### config.mk
export PLATFORM = sky130hd
export DESIGN_NAME = user_proj_uart_tx
export DESIGN_NICKNAME = d
export VERILOG_FILES = /design/src/rtl/user_proj_uart_tx.sv
export SDC_FILE = /design/constraint.sdc
export NUM_CORES = 1
export LEC_CHECK = 0
export ABC_AREA = 1
export BUFFER_PORTS_ARGS = -buffer_cell sky130_fd_sc_hd__buf_4
export CAP_MARGIN = 20
export CELL_PAD_IN_SITES_DETAIL_PLACEMENT = 2
export CELL_PAD_IN_SITES_GLOBAL_PLACEMENT = 2
export CORE_MARGIN = 5
export CORE_UTILIZATION = 31
export CTS_CLUSTER_DIAMETER = 200
export CTS_CLUSTER_SIZE = 8
export DETAILED_ROUTE_END_ITERATION = 7
export PLACE_DENSITY = 0.88
export SYNTH_ARGS = -nofsm -noshare
export SYNTH_HDL_FRONTEND = slang
export SYNTH_SLANG_ARGS = --single-unit
### constraint.sdc
create_clock -name wb_clk_i -period 3.5 [get_ports wb_clk_i]
set_input_delay 0.7 -clock wb_clk_i [delete_from_list [all_inputs] [get_ports wb_clk_i]]
set_output_delay 0.7 -clock wb_clk_i [all_outputs]
set_load 0.05 [all_outputs]
### src/rtl/user_proj_uart_tx.sv
// user_proj_uart_tx: Wishbone-slave UART transmitter for the user project wrapper.
// Software pushes bytes into a TX FIFO. A baud engine shifts each byte onto one io pad
// as an 8N1 frame, or 8E1 when parity is compiled in and enabled.
//
// Ports:
//   wb_clk_i, wb_rst_i     clock; synchronous active-high reset
//   wbs_*                  Wishbone slave (page 0x3000_00xx, regs DATA/STATUS/DIV/CTRL)
//   io_out / io_oeb        pad outputs / active-low enables; only bit TX_PIN is used
//   irq[0]                 en & irq_en & FIFO empty & transmitter idle; irq[2:1] tied 0
//
// Optional feature macro: UART_TX_PARITY_EN (even-parity bit, enabled by CTRL.pe).

`ifndef MPRJ_IO_PADS
`define MPRJ_IO_PADS 38
`endif

module user_proj_uart_tx #(
  parameter int unsigned FIFO_DEPTH = 8,
  parameter int unsigned TX_PIN     = 6,
  parameter logic [15:0] DIV_RESET  = 16'd434
) (
  input  logic                     wb_clk_i,
  input  logic                     wb_rst_i,
  input  logic                     wbs_stb_i,
  input  logic                     wbs_cyc_i,
  input  logic                     wbs_we_i,
  input  logic [3:0]               wbs_sel_i,
  input  logic [31:0]              wbs_adr_i,
  input  logic [31:0]              wbs_dat_i,
  output logic                     wbs_ack_o,
  output logic [31:0]              wbs_dat_o,
  output logic [`MPRJ_IO_PADS-1:0] io_out,
  output logic [`MPRJ_IO_PADS-1:0] io_oeb,
  output logic [2:0]               irq
);

  localparam int unsigned AW = (FIFO_DEPTH > 1) ? $clog2(FIFO_DEPTH) : 1;
  localparam logic [AW:0] DepthLvl = (AW + 1)'(FIFO_DEPTH);

`ifdef UART_TX_PARITY_EN
  typedef enum logic [2:0] {StIdle, StStart, StData, StParity, StStop} state_e;
`else
  typedef enum logic [2:0] {StIdle, StStart, StData, StStop} state_e;
`endif

  // Wishbone
  logic        w_sel, w_acc, w_wr, w_rd;
  logic [1:0]  w_off;
  logic        r_ack;
  logic [31:0] r_dat, w_rdata;
  // FIFO
  logic [7:0]    r_mem [FIFO_DEPTH];
  logic [AW-1:0] r_wptr, r_rptr;
  logic [AW:0]   r_level;
  logic          w_full, w_empty, w_push_req, w_push, w_pop;
  logic [7:0]    w_head;
  logic          r_ovf;
  // Control
  logic [15:0] r_div, w_div_eff;
  logic        r_en, r_irq_en, w_pe;
  // Transmitter
  state_e      r_state, w_state_nxt;
  logic [15:0] r_cnt, w_cnt_nxt;
  logic [2:0]  r_bit, w_bit_nxt;
  logic [7:0]  r_shift, w_shift_nxt;
  logic        r_line, w_line_nxt;
  logic        w_bit_end, w_busy, w_start;
  logic        w_unused;

  assign w_unused = ^{wbs_adr_i[7:4], wbs_adr_i[1:0], wbs_sel_i[3:2], wbs_dat_i[31:16]};

  // Ack is withheld for one cycle after each ack so a held strobe yields one access per pair.
  assign w_sel = wbs_cyc_i & wbs_stb_i & (wbs_adr_i[31:8] == 24'h300000);
  assign w_acc = w_sel & ~r_ack;
  assign w_wr  = w_acc & wbs_we_i;
  assign w_rd  = w_acc & ~wbs_we_i;
  assign w_off = wbs_adr_i[3:2];

  always_comb begin
    w_rdata = '0;
    unique case (w_off)
      2'd1:    w_rdata = {17'd0, 7'(r_level), 4'd0, r_ovf, w_empty, w_full, w_busy};
      2'd2:    w_rdata[15:0] = r_div;
      2'd3:    w_rdata[2:0] = {w_pe, r_irq_en, r_en};
      default: w_rdata = '0;
    endcase
  end

  always_ff @(posedge wb_clk_i) begin
    if (wb_rst_i) begin
      r_ack <= 1'b0;
      r_dat <= '0;
    end else begin
      r_ack <= w_acc;
      r_dat <= w_rd ? w_rdata : 32'd0;
    end
  end

  assign wbs_ack_o = r_ack;
  assign wbs_dat_o = r_dat;

  // Control and status registers
  always_ff @(posedge wb_clk_i) begin
    if (wb_rst_i) begin
      r_div    <= DIV_RESET;
      r_en     <= 1'b0;
      r_irq_en <= 1'b0;
      r_ovf    <= 1'b0;
    end else begin
      if (w_push_req && w_full && !w_pop) begin
        r_ovf <= 1'b1;
      end else if (w_wr && (w_off == 2'd1) && wbs_sel_i[0] && wbs_dat_i[3]) begin
        r_ovf <= 1'b0;
      end
      if (w_wr && (w_off == 2'd2)) begin
        if (wbs_sel_i[0]) r_div[7:0]  <= wbs_dat_i[7:0];
        if (wbs_sel_i[1]) r_div[15:8] <= wbs_dat_i[15:8];
      end
      if (w_wr && (w_off == 2'd3) && wbs_sel_i[0]) begin
        r_en     <= wbs_dat_i[0];
        r_irq_en <= wbs_dat_i[1];
      end
    end
  end

`ifdef UART_TX_PARITY_EN
  logic r_pe, r_par;
  always_ff @(posedge wb_clk_i) begin
    if (wb_rst_i) begin
      r_pe  <= 1'b0;
      r_par <= 1'b0;
    end else begin
      if (w_wr && (w_off == 2'd3) && wbs_sel_i[0]) r_pe <= wbs_dat_i[2];
      if (w_start) r_par <= ^w_head;
    end
  end
  assign w_pe = r_pe;
`else
  assign w_pe = 1'b0;
`endif

  // TX FIFO; a push into a full FIFO is accepted when a pop happens in the same cycle.
  assign w_full     = (r_level == DepthLvl);
  assign w_empty    = (r_level == '0);
  assign w_push_req = w_wr & (w_off == 2'd0) & wbs_sel_i[0];
  assign w_push     = w_push_req & (~w_full | w_pop);
  assign w_head     = r_mem[r_rptr];

  always_ff @(posedge wb_clk_i) begin
    if (w_push) r_mem[r_wptr] <= wbs_dat_i[7:0];
  end

  always_ff @(posedge wb_clk_i) begin
    if (wb_rst_i) begin
      r_wptr  <= '0;
      r_rptr  <= '0;
      r_level <= '0;
    end else begin
      if (w_push) r_wptr <= r_wptr + 1'b1;
      if (w_pop)  r_rptr <= r_rptr + 1'b1;
      if (w_push && !w_pop)      r_level <= r_level + 1'b1;
      else if (!w_push && w_pop) r_level <= r_level - 1'b1;
    end
  end

  // Transmitter. r_cnt counts down the cycles left in the current bit; the bit period is
  // sampled from DIV at each bit boundary so DIV changes land on the next bit.
  assign w_div_eff = (r_div == 16'd0) ? 16'd1 : r_div;
  assign w_busy    = (r_state != StIdle);
  assign w_bit_end = (r_cnt == 16'd0);
  assign w_start   = r_en & ~w_empty & ((r_state == StIdle) | ((r_state == StStop) & w_bit_end));
  assign w_pop     = w_start;

  always_comb begin
    w_state_nxt = r_state;
    w_bit_nxt   = r_bit;
    w_shift_nxt = r_shift;
    w_line_nxt  = r_line;
    if (w_bit_end || (r_state == StIdle)) w_cnt_nxt = w_div_eff - 16'd1;
    else                                  w_cnt_nxt = r_cnt - 16'd1;
    unique case (r_state)
      StIdle: begin
        w_line_nxt = 1'b1;
      end
      StStart: begin
        if (w_bit_end) begin
          w_state_nxt = StData;
          w_bit_nxt   = 3'd0;
          w_line_nxt  = r_shift[0];
        end
      end
      StData: begin
        if (w_bit_end) begin
          if (r_bit == 3'd7) begin
            w_state_nxt = StStop;
            w_line_nxt  = 1'b1;
`ifdef UART_TX_PARITY_EN
            if (w_pe) begin
              w_state_nxt = StParity;
              w_line_nxt  = r_par;
            end
`endif
          end else begin
            w_bit_nxt   = r_bit + 3'd1;
            w_shift_nxt = {1'b0, r_shift[7:1]};
            w_line_nxt  = r_shift[1];
          end
        end
      end
`ifdef UART_TX_PARITY_EN
      StParity: begin
        if (w_bit_end) begin
          w_state_nxt = StStop;
          w_line_nxt  = 1'b1;
        end
      end
`endif
      StStop: begin
        if (w_bit_end) begin
          w_state_nxt = StIdle;
          w_line_nxt  = 1'b1;
        end
      end
      default: begin
        w_state_nxt = StIdle;
        w_line_nxt  = 1'b1;
      end
    endcase
    // Pop the head and drive the start bit from the next cycle.
    if (w_start) begin
      w_state_nxt = StStart;
      w_shift_nxt = w_head;
      w_line_nxt  = 1'b0;
    end
  end

  always_ff @(posedge wb_clk_i) begin
    if (wb_rst_i) begin
      r_state <= StIdle;
      r_cnt   <= '0;
      r_bit   <= '0;
      r_shift <= '0;
      r_line  <= 1'b1;
    end else begin
      r_state <= w_state_nxt;
      r_cnt   <= w_cnt_nxt;
      r_bit   <= w_bit_nxt;
      r_shift <= w_shift_nxt;
      r_line  <= w_line_nxt;
    end
  end

  // Disabling only releases the pad; an in-flight frame still runs to completion.
  always_comb begin
    io_out         = '0;
    io_out[TX_PIN] = r_line;
    io_oeb         = '1;
    io_oeb[TX_PIN] = ~r_en;
    irq            = {2'b00, r_en & r_irq_en & w_empty & ~w_busy};
  end

endmodule

# == After elaboration in Yosys (flattened, before gate mapping) ==
# Memory sizes are Yosys's and may differ from the RTL's. A register that Yosys moved wholly into a read port is not among the register bits.
# Cells that the tools add are included.
# word_totals
inputBits,73
mem_bits_rw,64
n_memories,1
wordCells,133
reg_bits,93
output_inout_bits,112
# classes
n_eq_ne,20
bitwise_logic,24
reduce_logical,33
n_mux,31
addsub,7
# memory_table
memory,depth,width,read_ports,rd_ports_with_merged_regs,wr,line,rtl
r_mem,8,8,1,1,1,52,logic [7:0] r_mem [FIFO_DEPTH];
# ops
cell,n
16-bit logical NOT,2
16-bit 2-to-1 mux,2
8-bit 2-to-1 mux,4
"16-bit by 1-bit subtractor with 16-bit output, second input constant",2
13-bit case mux with 2 select lines,1
"24-bit by 22-bit equality test with 1-bit output, second input constant",1
3-bit 2-to-1 mux,8
1-bit AND,14
"2-bit inequality test, second input constant",7
"3-bit inequality test, second input constant",4
3-bit case mux with 4 select lines,1
1-bit logical AND,10
1-bit 2-to-1 mux,10
5-bit AND reduction,2
2-bit nonzero test,5
"3-bit by 1-bit adder with 3-bit output, second input constant",3
3-bit case mux with 3 select lines,1
4-bit 2-to-1 mux,2
1-bit NOT,8
"3-bit by 2-bit equality test with 1-bit output, second input constant",2
3-bit case mux with 2 select lines,1
3-bit AND reduction,2
"4-bit by 1-bit adder with 4-bit output, second input constant",1
"2-bit equality test, second input constant",2
16 further kinds,20

# == Longest topological paths before layout ==
# logic_depth
word_depth,11
ltp_mapped,19
mapped_depth_nobuf,19

# == Worst setup path before layout ==
# OpenSTA, ideal clock, no wires.
# synth_path
path_kind,input-to-reg
startpoint,in wbs_adr_i[15]
endpoint,reg r_level[3]
t_arrival_ns,3.053
stages,18
path_slack_ns,0.328
cell_sequence,or2_1 > nor3_1 > nand2_1 > nor2_2 > nand2_1 > nor2_2 > nand2_1 > nor2_4 > ha_1 > inv_1 > ha_1 > and3_1 > a211oi_1 > nor2_1 > nor2_1 > nand2_1 > o21ai_0 > a21oi_1
# synth_via
elab_chain_cells,10
# synth_lines
item,line,rtl
from (decl),28,"input logic [31:0] wbs_adr_i,"
24-bit by 22-bit equality test with 1-bit output *,73,assign w_sel = wbs_cyc_i & wbs_stb_i & (wbs_adr_i[31:8] == 24'h300000);
1-bit AND *,73,
1-bit AND *,74,assign w_acc = w_sel & ~r_ack;
1-bit AND *,75,assign w_wr = w_acc & wbs_we_i;
1-bit AND * (2 in series),145,assign w_push_req = w_wr & (w_off == 2'd0) & wbs_sel_i[0];
1-bit AND *,146,assign w_push = w_push_req & (~w_full | w_pop);
named net w_push,55,"logic w_full, w_empty, w_push_req, w_push, w_pop;"
1-bit logical NOT,162,else if (!w_push && w_pop) r_level <= r_level - 1'b1;
1-bit logical AND,162,
2-bit nonzero test (no source line),--,
to (signal assigned),161,if (w_push && !w_pop) r_level <= r_level + 1'b1;
to (signal assigned),162,
to (decl),54,logic [AW:0] r_level;
# Mark *: on every way through the listed nets, which the timed path passes. The rest lies on a longest branch.
# A chain may end at the register's enable or synchronous reset.

# == Worst setup path after layout ==
# layout_path
startpoint,reg r_level[0]
endpoint,reg r_level[3]
# layout_via
elab_chain_cells,9
# layout_lines
item,line,rtl
4-bit logical NOT,144,assign w_empty = (r_level == '0);
1-bit NOT,171,assign w_start = r_en & ~w_empty & ((r_state == StIdle) | ((r_state == StStop) & w_bit_end));
1-bit AND (2 in series),171,
1-bit OR *,146,
1-bit AND *,146,
named net w_push,55,
1-bit logical NOT,162,
1-bit logical AND,162,
2-bit nonzero test (no source line),--,
# Mark *: on every way through the listed nets, which the timed path passes. The rest lies on a longest branch. The select of a mux whose other input is x is not followed.

==> reports/metrics.csv <==
metric,value,unit
status,completed,
TritonCTS Buffers,17,
area of the core,22640,µm²
drc violations,0,
Peak supply drop,0.0002863,V
synth top area cells,"edfxtp_1 (27%), dfxtp_1 (22%), buf_4 (9.8%)",
IO Port Bufs,68,
Hold Path End,r_bit[1],
Max-Cap Viols,0,
fillers,2538,
clock sink count,143,
Crit path largest cell delay,0.39,ns
Tmin final,3.263,ns
die width,161.7,µm
Post-Syn Area,7134,µm²
Final #Nets,980,
R2R depth,18,
root buffer cell,clkbuf_16,
worst r2r dst,r_level[3],
"Async S/R FF share, synth",0,
via density per instance,4.989,
"reg-to-reg slack, setup",0.24,ns
CP Class,flip-flop to flip-flop,
number of nets with antenna violations after routing,0,
Yosys top cell by area,edfxtp_1,
Core Rows,55,
I/O pin count,185,
RSZ-0062 raised after global routing,no,
largest net degree at the start of global routing,33,
maximum clock rate,306.5,MHz
average cell area after synthesis,8.786,µm²
"Remaining Overflow, GRT",0,
CP Max Fanout,6,
Worst Path Buf+Inv,2,
hold depth,2,
final setup fails,0,
initial antenna violation count,0,
GP Congestion,0.7609,
HP Class,flip-flop to flip-flop,
H-tree depth,4,
drt total wl,25.06,mm
CP Depth,18,
vias in the first global route,6771,
clk slew on worst S/H paths,0.06,ns
area occupied by multi-input gates,2909,µm²
worst-path cell chain,"nor3_4, nand2_1, nand2_1, nor2_1, nand2_2, inv_1, nor2_2, nor2_4, ha_1, inv_1, ha_1, and3_1, a211oi_1, nor2_1, nor2_1, nand2_1, o21ai_0, a21oi_1",
WL per Instance,21.11,µm
CP arrival,3.58,ns
Max Clock Skew,0.01294,ns
Final Max Tran Viols,0,
ys flop type,dfxtp_1,
Worst EP required,3.81,ns
Initial Util,0.3151,
Post-CTS Hold Buffers,0,
Crit path max-delay family,simple AND/OR/NAND/NOR gates,
Antenna diodes,0,
total track usage,0.1899,
Post-synth EDFFs,64,
"Seq/Total Area, Yosys",0.4911,
later-pin clock latency in the skew report,0.44,ns
Setup TNS,0,ns
area grow syn2layout,16.15,%
area share of the largest cell type after synthesis,0.2694,
Synth Instances,812,
final hold violation count,0,
Seq. cell area,3503,µm²
leak pwr,0.003417,µW
slowest CP cell,dfxtp_1,
layout cells sized above 1,0.1596,
DIE AREA,26150,µm²
placed cell area,7662,µm²
DPL Wire Length,16.71,mm
period utilization,0.9322,
hold path start,r_bit[1],
Synth Register Bits,143,
first-pass GRT wire length,38.22,mm
Startpoint Class,flip-flop,
Final Cell Area,8287,µm²
via count,5922,
clk buf depth,2,
Setup crit end kind,flip-flop,
launching point of the worst reg2reg path,r_level[0],
Synth Warn #,0,
Vert. Die Dim,161.7,µm
pwr dens,548.7,nW/µm²
CTS tree,done,
slew margin rel.,0.4681,
DR pass1 iterations,4,
First DRT Iteration DRCs,268,
Netlist cell types,47,
measured slew at the worst slew-check pin,0.7970,ns
area by class of cell:
type,instances,area share
inverters,67,0.03035
flip-flops and latches,143,0.4228
multi-input cells,572,0.3510
repair buffers,88,0.08214
well taps,285,0.04303
clock buffers,22,0.05858
clock inverters,10,0.01208
cells by family (layout without fill, tap and decap cells):
group	after synthesis	after routing	share of synthesized area
AO/OA/AOI/OAI	133	133	0.1098
XOR/XNOR	2	2	0.002456
adder cells (fa/ha/maj)	18	18	0.03262
buffers and inverters	187	187	0.1501
flip-flops	143	143	0.4911
multiplexers	8	8	0.01122
other	2	92	0.001053
AND/OR/NAND/NOR	319	319	0.2017
placed cells by master (no fill, tap or decap), types with 4 or more instances in the layout:
master / count
conb_1: 92
nand2_1: 123
nand3b_1: 4
ha_1: 17
dfxtp_1: 79
or2_1: 4
inv_6: 4
o221ai_1: 12
nor3_1: 23
a31oi_1: 4
a211oi_1: 11
nor2_1: 84
nand3_1: 44
nand2_2: 6
a21oi_1: 44
nand4_1: 8
nor2_2: 8
buf_4: 87
o21ai_0: 44
clkbuf_16: 18
mux2i_1: 8
edfxtp_1: 64
inv_1: 64
o211ai_1: 6
tightest hold or removal path, stage by stage, from the launching register on:
cell and delay, ns:
dfxtp_1 0.31, inv_1 0.05, a211oi_1 0.05
Yosys cell counts, drive strengths merged (4+ instances only):
cell,count
nand2,131
ha,17
edfxtp,64
o221ai,12
a31oi,4
nor3,25
mux2i,8
o211ai,6
o21ai,49
nand4,8
a21oi,44
nand3,46
inv,66
a211oi,11
or2,5
nand3b,4
buf,102
dfxtp,79
clkbuf,18
nor2,94
sequential cells by signal (all words and copies together), names as in the netlist, 2 cells and up, named ones only:
signal     count
r_cnt         16
r_level        4
r_mem         64
r_div         16
r_bit          3
r_wptr         3
wbs_dat_o     16
r_rptr         3
r_shift        8
r_state        2
layer usage:
metal,up-vias,share of wire,global-route usage,wire length [µm]
met5,-,0,0,0
met4,0,0.021,0.06574,521
met1,2995,0.38,0.2043,9554
met2,179,0.54,0.3598,13600
li1,2707,-,-,-
met3,41,0.055,0.04872,1380
repair_timing:
item	CTS	global route
setup buffers	0	0
endpoints found under the setup margin	1	1
resized for setup	1	1
metrics by stage:
stage / utilization / hold slack, ns / worst slack (ns) / cells / total power (µW)
global placement: 0.3384 / 0.4441 / 0.07978 / 1154 / 2658
finish: 0.3660 / 0.4619 / 0.2373 / 1187 / 4547
CTS: 0.3645 / 0.4686 / 0.1987 / 1186 / 4567
floorplan: - / 0.4319 / 0.3280 / 902 / 2569
global route: 0.3660 / 0.5017 / 0.05101 / 1187 / 4718
detailed placement: 0.3384 / 0.4524 / 0.06812 / 1154 / 2699
report_power, final:
part / switching, µW / total, µW / internal (µW)
combinational: 679 / 883 / 204
clock: 778 / 1850 / 1070
sequential: 31.9 / 1820 / 1780
worst max path at each step:
stage,startpoint,to,slack [ns]
after floorplan,wbs_adr_i[15],r_level[3],0.33
after global placement,wbs_adr_i[15],r_level[3],0.08
after detailed placement,wbs_adr_i[15],r_level[3],0.07
after CTS,r_level[0],r_level[3],0.20
after global routing,r_level[0],r_level[3],0.05
final,r_level[0],r_level[3],0.24
Note: power is estimated with default switching activity, not from simulation.
